<file path="src/rtl/salidzinatajs_pkg.sv">
// Shared constants and result encoding for the binary number game comparator.
package salidzinatajs_pkg;

  localparam int unsigned DEF_WIDTH = 4;
  localparam int unsigned DEF_CNT_W = 8;

  typedef enum logic [1:0] {
    CMP_EQ = 2'd0,
    CMP_GT = 2'd1,
    CMP_LT = 2'd2
  } cmp_res_t;

endpackage

</file>
<file path="src/rtl/salidzinatajs_core.sv">
// Combinational unsigned comparator; exactly one of eq/gt/lt is high.
module salidzinatajs_core #(
  parameter int unsigned WIDTH = 4
) (
  input  logic [WIDTH-1:0] a,
  input  logic [WIDTH-1:0] b,
  output logic             eq,
  output logic             gt,
  output logic             lt
);

  always_comb begin
    eq = (a == b);
    gt = (a > b);
    lt = (a < b);
  end

endmodule

</file>
<file path="src/rtl/salidzinatajs.sv">
// Registered comparator with saturating hit counter and consecutive-hit streak.
module salidzinatajs
  import salidzinatajs_pkg::*;
#(
  parameter int unsigned WIDTH = DEF_WIDTH,
  parameter int unsigned CNT_W = DEF_CNT_W
) (
  input  logic             clk,
  input  logic             rst_n,
  input  logic             cmp_en,
  input  logic             clr,
  input  logic [WIDTH-1:0] num_1,
  input  logic [WIDTH-1:0] num_2,
  output logic             match,
  output logic             gt,
  output logic             lt,
  output logic             valid,
  output logic [CNT_W-1:0] hit_count,
  output logic [CNT_W-1:0] streak
);

  localparam logic [CNT_W-1:0] CNT_MAX = '1;

  logic eq_c;
  logic gt_c;
  logic lt_c;

  salidzinatajs_core #(
    .WIDTH (WIDTH)
  ) u_core (
    .a  (num_1),
    .b  (num_2),
    .eq (eq_c),
    .gt (gt_c),
    .lt (lt_c)
  );

  // Flags only move on an accepted strobe; valid marks that strobe for one cycle.
  always_ff @(posedge clk or negedge rst_n) begin
    if (!rst_n) begin
      match <= 1'b0;
      gt    <= 1'b0;
      lt    <= 1'b0;
      valid <= 1'b0;
    end else begin
      valid <= cmp_en;
      if (cmp_en) begin
        match <= eq_c;
        gt    <= gt_c;
        lt    <= lt_c;
      end
    end
  end

  // clr has priority over any strobe in the same cycle.
  always_ff @(posedge clk or negedge rst_n) begin
    if (!rst_n) begin
      hit_count <= '0;
      streak    <= '0;
    end else if (clr) begin
      hit_count <= '0;
      streak    <= '0;
    end else if (cmp_en) begin
      if (eq_c) begin
        if (hit_count != CNT_MAX) hit_count <= hit_count + CNT_W'(1);
        if (streak != CNT_MAX)    streak    <= streak + CNT_W'(1);
      end else begin
        streak <= '0;
      end
    end
  end

endmodule

</file>
<file path="config.mk">
export PLATFORM = sky130hd
export DESIGN_NAME = salidzinatajs
export DESIGN_NICKNAME = d
export VERILOG_FILES = /design/src/rtl/salidzinatajs_pkg.sv /design/src/rtl/salidzinatajs_core.sv /design/src/rtl/salidzinatajs.sv
export SDC_FILE = /design/constraint.sdc
export NUM_CORES = 1
export LEC_CHECK = 0
export ABC_AREA = 1
export BUFFER_PORTS_ARGS = -buffer_cell sky130_fd_sc_hd__clkbuf_2
export CAP_MARGIN = 20
export CORE_MARGIN = 4
export CORE_UTILIZATION = 30
export DETAILED_ROUTE_END_ITERATION = 7
export PLACE_DENSITY = 0.52
export SETUP_SLACK_MARGIN = 0.2
export SLEW_MARGIN = 10
export SYNTH_ARGS = -nofsm -noshare
export SYNTH_HDL_FRONTEND = slang
export SYNTH_SLANG_ARGS = --single-unit
export TNS_END_PERCENT = 30
</file>
<file path="constraint.sdc">
create_clock -name clk -period 1.6 [get_ports clk]
set_input_delay 0.08 -clock clk [delete_from_list [all_inputs] [get_ports clk]]
set_output_delay 0.08 -clock clk [all_outputs]
set_load 0.005 [all_outputs]
</file>
==> impl_metrics.csv <==
group,metric,value,unit
grt,grtUsageTotal,11.0,%
worst_setup_path,r2r_slack,0.27,ns
worst_setup_path,critPathMaxStageDelay,0.40,ns
hold_path,hp-class,"input port to flip-flop",
sta,max_freq,749,MHz
sta,final_hold_viol_count,0,
layout,area_delta_synth_final,28.2,%
cts,numCtsBuffers,3,
sta,worst_pin_slew,0.513,ns
placed_design,place_area,0.00146,mm^2
layout,fill_cells,439,
sta,fin_worst_skew,0.00419,ns
worst_setup_path,worstPathCellList,"ha_2 -> nand2_2 -> nor2_4 -> nand3_4 -> nand3_2 -> o21ai_1",
floorplan,die-width,72.4,um
sta,timing.final.ws_setup,0.266,ns
grt,grt_overflow_total,0,
placed_design,hpwlAfterDp,2080,um
grt,grt_max_degree,21,
cts,cts_buffer_depth,2,
yosys,syn_inst,157,
worst_setup_path,arrival,1.48,ns
yosys,synthAdderAreaFrac,6.04,%
sta,relSlewSlack,65.8,%
yosys,synthesis.area,0.00124,mm^2
pwr,power.density,662,mW/mm^2
yosys,postSynth.asyncResetShare,100,%
run_status,status,"finished clean",
sta,tns,0,ns
detailed_routing,initialDrtViolationCount,50,
cts,cts_sinks,20,
detailed_routing,wl_per_cell,11.6,um
grt,grt_pass1_wl,4670,um
job,cap_violations,0,
worst_setup_path,crit_type,"flip-flop to flip-flop",
yosys,synth-xor-area-share,4.23,%
yosys,synth_edf_count,0,
detailed_routing,drc,0,
detailed_routing,routed_wl,2880,um
sta,finalSetupViolCount,0,
detailed_routing,drt-pass1-iter-count,4,
detailed_routing,vias_per_cell,4.50,
layout,drive_gt1_share,31.7,%
worst_setup_path,critical_path_required,1.75,ns
sta,min_period_over_period,83.4,%
placed_design,dp_slack,0.267,ns
worst_setup_path,cp-start-kind,"flip-flop",
placed_design,gp_congestion,0.716,
worst_setup_path,timing.rr.start,"hit_count[1]",
cts,clock_latency,0.26,ns
floorplan,dieArea,0.00524,mm^2
grt,antenna_found_initial,0,
worst_setup_path,critPathLaunch,"hit_count[1]",
layout,n_antenna_cell,0,
pwr,peakVddDrop,427,uV
yosys,synth_compound_area_share,8.75,%
hold_path,worstHoldStart,"clr",
yosys,yosysWarnings,0,
yosys,synth-seq-cells,20,
worst_setup_path,cp_slowest_cell,"dfrtp_1",
yosys,ys_types,25,
sta,grt_setup_unrepaired,"false",
floorplan,rows,23,
worst_setup_path,worstSetupEndpointType,"flip-flop",
yosys,syn_nets,175,
cts,htreeDepth,1,
yosys,synthSimpleGateAreaFrac,34.7,%
cts,clkSlewWorstSetupHoldPaths,0.08,ns
layout,nets,218,
floorplan,boundaryPins,32,
worst_setup_path,worst-path-buf-inv,0,
yosys,synth_area_per_cell,7.92,um^2
detailed_routing,vias,1120,
detailed_routing,ant_nets,0,
layout,finalInstanceArea,0.00159,mm^2
floorplan,floorplan.initialDensity,31.1,%
sta,finalMaxSlewViolations,0,
placed_design,port_buffers,31,
sta,min_period,1.33,ns
floorplan,dieHeight,72.4,um
worst_setup_path,critPathMaxFanout,5,
yosys,synth_ff_type,"dfrtp_1",
yosys,synthMuxAreaShare,0,%
cts,cts_tree,"yes",
grt,grt_pass1_vias,1063,
cts,cts-root-buf,"clkbuf_8",
floorplan,core,0.00400,mm^2
pwr,p_leak,0.852,nW
yosys,synth-seq-area-share,40.2,%
yosys,synth_top_family_by_area,"simple AND/OR/NAND/NOR gates",
worst_setup_path,cpLargestDelayFamily,"simple AND/OR/NAND/NOR gates",
==> metrics by stage <==
step	total power (W)	hold WS [ns]	cells	utilization, %
3_3_place_gp	0.000655	0.0849	238	36.5
5_1_grt	0.00111	0.199	249	39.8
3_5_place_dp	0.000656	0.0893	238	36.5
4_1_cts	0.00107	0.185	244	38.4
2_1_floorplan	0.000600	-0.216	157	-
6_report	0.00106	0.182	249	39.8
==> worst paths after layout <==
kind	end	cells after the start
max	hit_count[4]	6
min	hit_count[6]	4
max reg2reg	hit_count[4]	6
min reg2reg	match	2
max in group asynchronous	streak[4]	2
min in group asynchronous	valid	2
==> kinds of logic (layout without fill, tap and decap cells) <==
logic type,count (synthesis),count (layout)
XOR/XNOR,6,6
buffers and inverters,20,61
adder cells (fa/ha/maj),6,6
AO/OA/AOI/OAI,17,17
flip-flops,20,20
AND/OR/NAND/NOR,88,89
==> synth_stat cells, types with 2 or more instances <==
master    instances  area, um^2
inv_1            16        60.1
nand2_2           3        18.8
nand2_1          47         176
o21ai_0           4        20.0
nor2_1           12        45.0
inv_2             4        15.0
a21oi_1           2        10.0
ha_1              6        75.1
o21bai_1          2        15.0
nor2_4            2        22.5
o21ai_1           6        30.0
dfrtp_1          20         500
nand3_2           2        20.0
nand3b_1          2        15.0
xor2_1            6        52.6
nand3_1          14        70.1
==> metal layers <==
layer	global-route usage, %	vias up	share of wire (%)
met5	0	-	0
met4	0.615	0	0
met3	3.32	0	5.0
met2	18.2	24	47
met1	14.9	510	48
li1	-	586	-
==> flip-flops by register name (all words and copies together) (netlist names) <==
name / flops
match: 1
gt: 1
streak: 8
valid: 1
hit_count: 8
lt: 1
==> final cells by class <==
class | count | area (um^2) | area share, %
Clock buffer | 4 | 55.1 | 3.45
Inverter | 20 | 75.1 | 4.71
Multi-Input combinational cell | 118 | 696 | 43.6
Sequential cell | 20 | 500 | 31.4
Tap cell | 50 | 62.6 | 3.92
Timing Repair Buffer | 37 | 205 | 12.9
==> worst reg2reg max path, stage by stage, from the launching register on <==
cell	delay, ns
dfrtp_1	0.40
ha_2	0.22
nand2_2	0.08
nor2_4	0.19
nand3_4	0.12
nand3_2	0.14
o21ai_1	0.08
==> cells in the final DEF (no fill, tap or decap), types with 4 or more instances in the layout <==
master and instances:
nand2_1 45, clkbuf_2 31, dfrtp_1 20, inv_1 16
nand3_1 14, nor2_1 12, o21ai_1 6, xor2_1 6
nand2_2 5, o21ai_0 4, inv_2 4, ha_1 4
clkbuf_8 4, buf_4 4
==> where the power goes <==
part	switching [W]	total, W	internal [W]
Clock	0.000182	0.000401	0.000219
Combinational	0.0000800	0.000130	0.0000501
Sequential	0.00000721	0.000524	0.000517
==> timing repair <==
action,4_1_cts,5_1_grt
gates resized for setup,0,5
hold buffers,2,0
endpoints found under the setup margin,0,15
setup buffers,0,4
endpoints found under the hold margin,21,0
(Power assumes the default switching activity.)
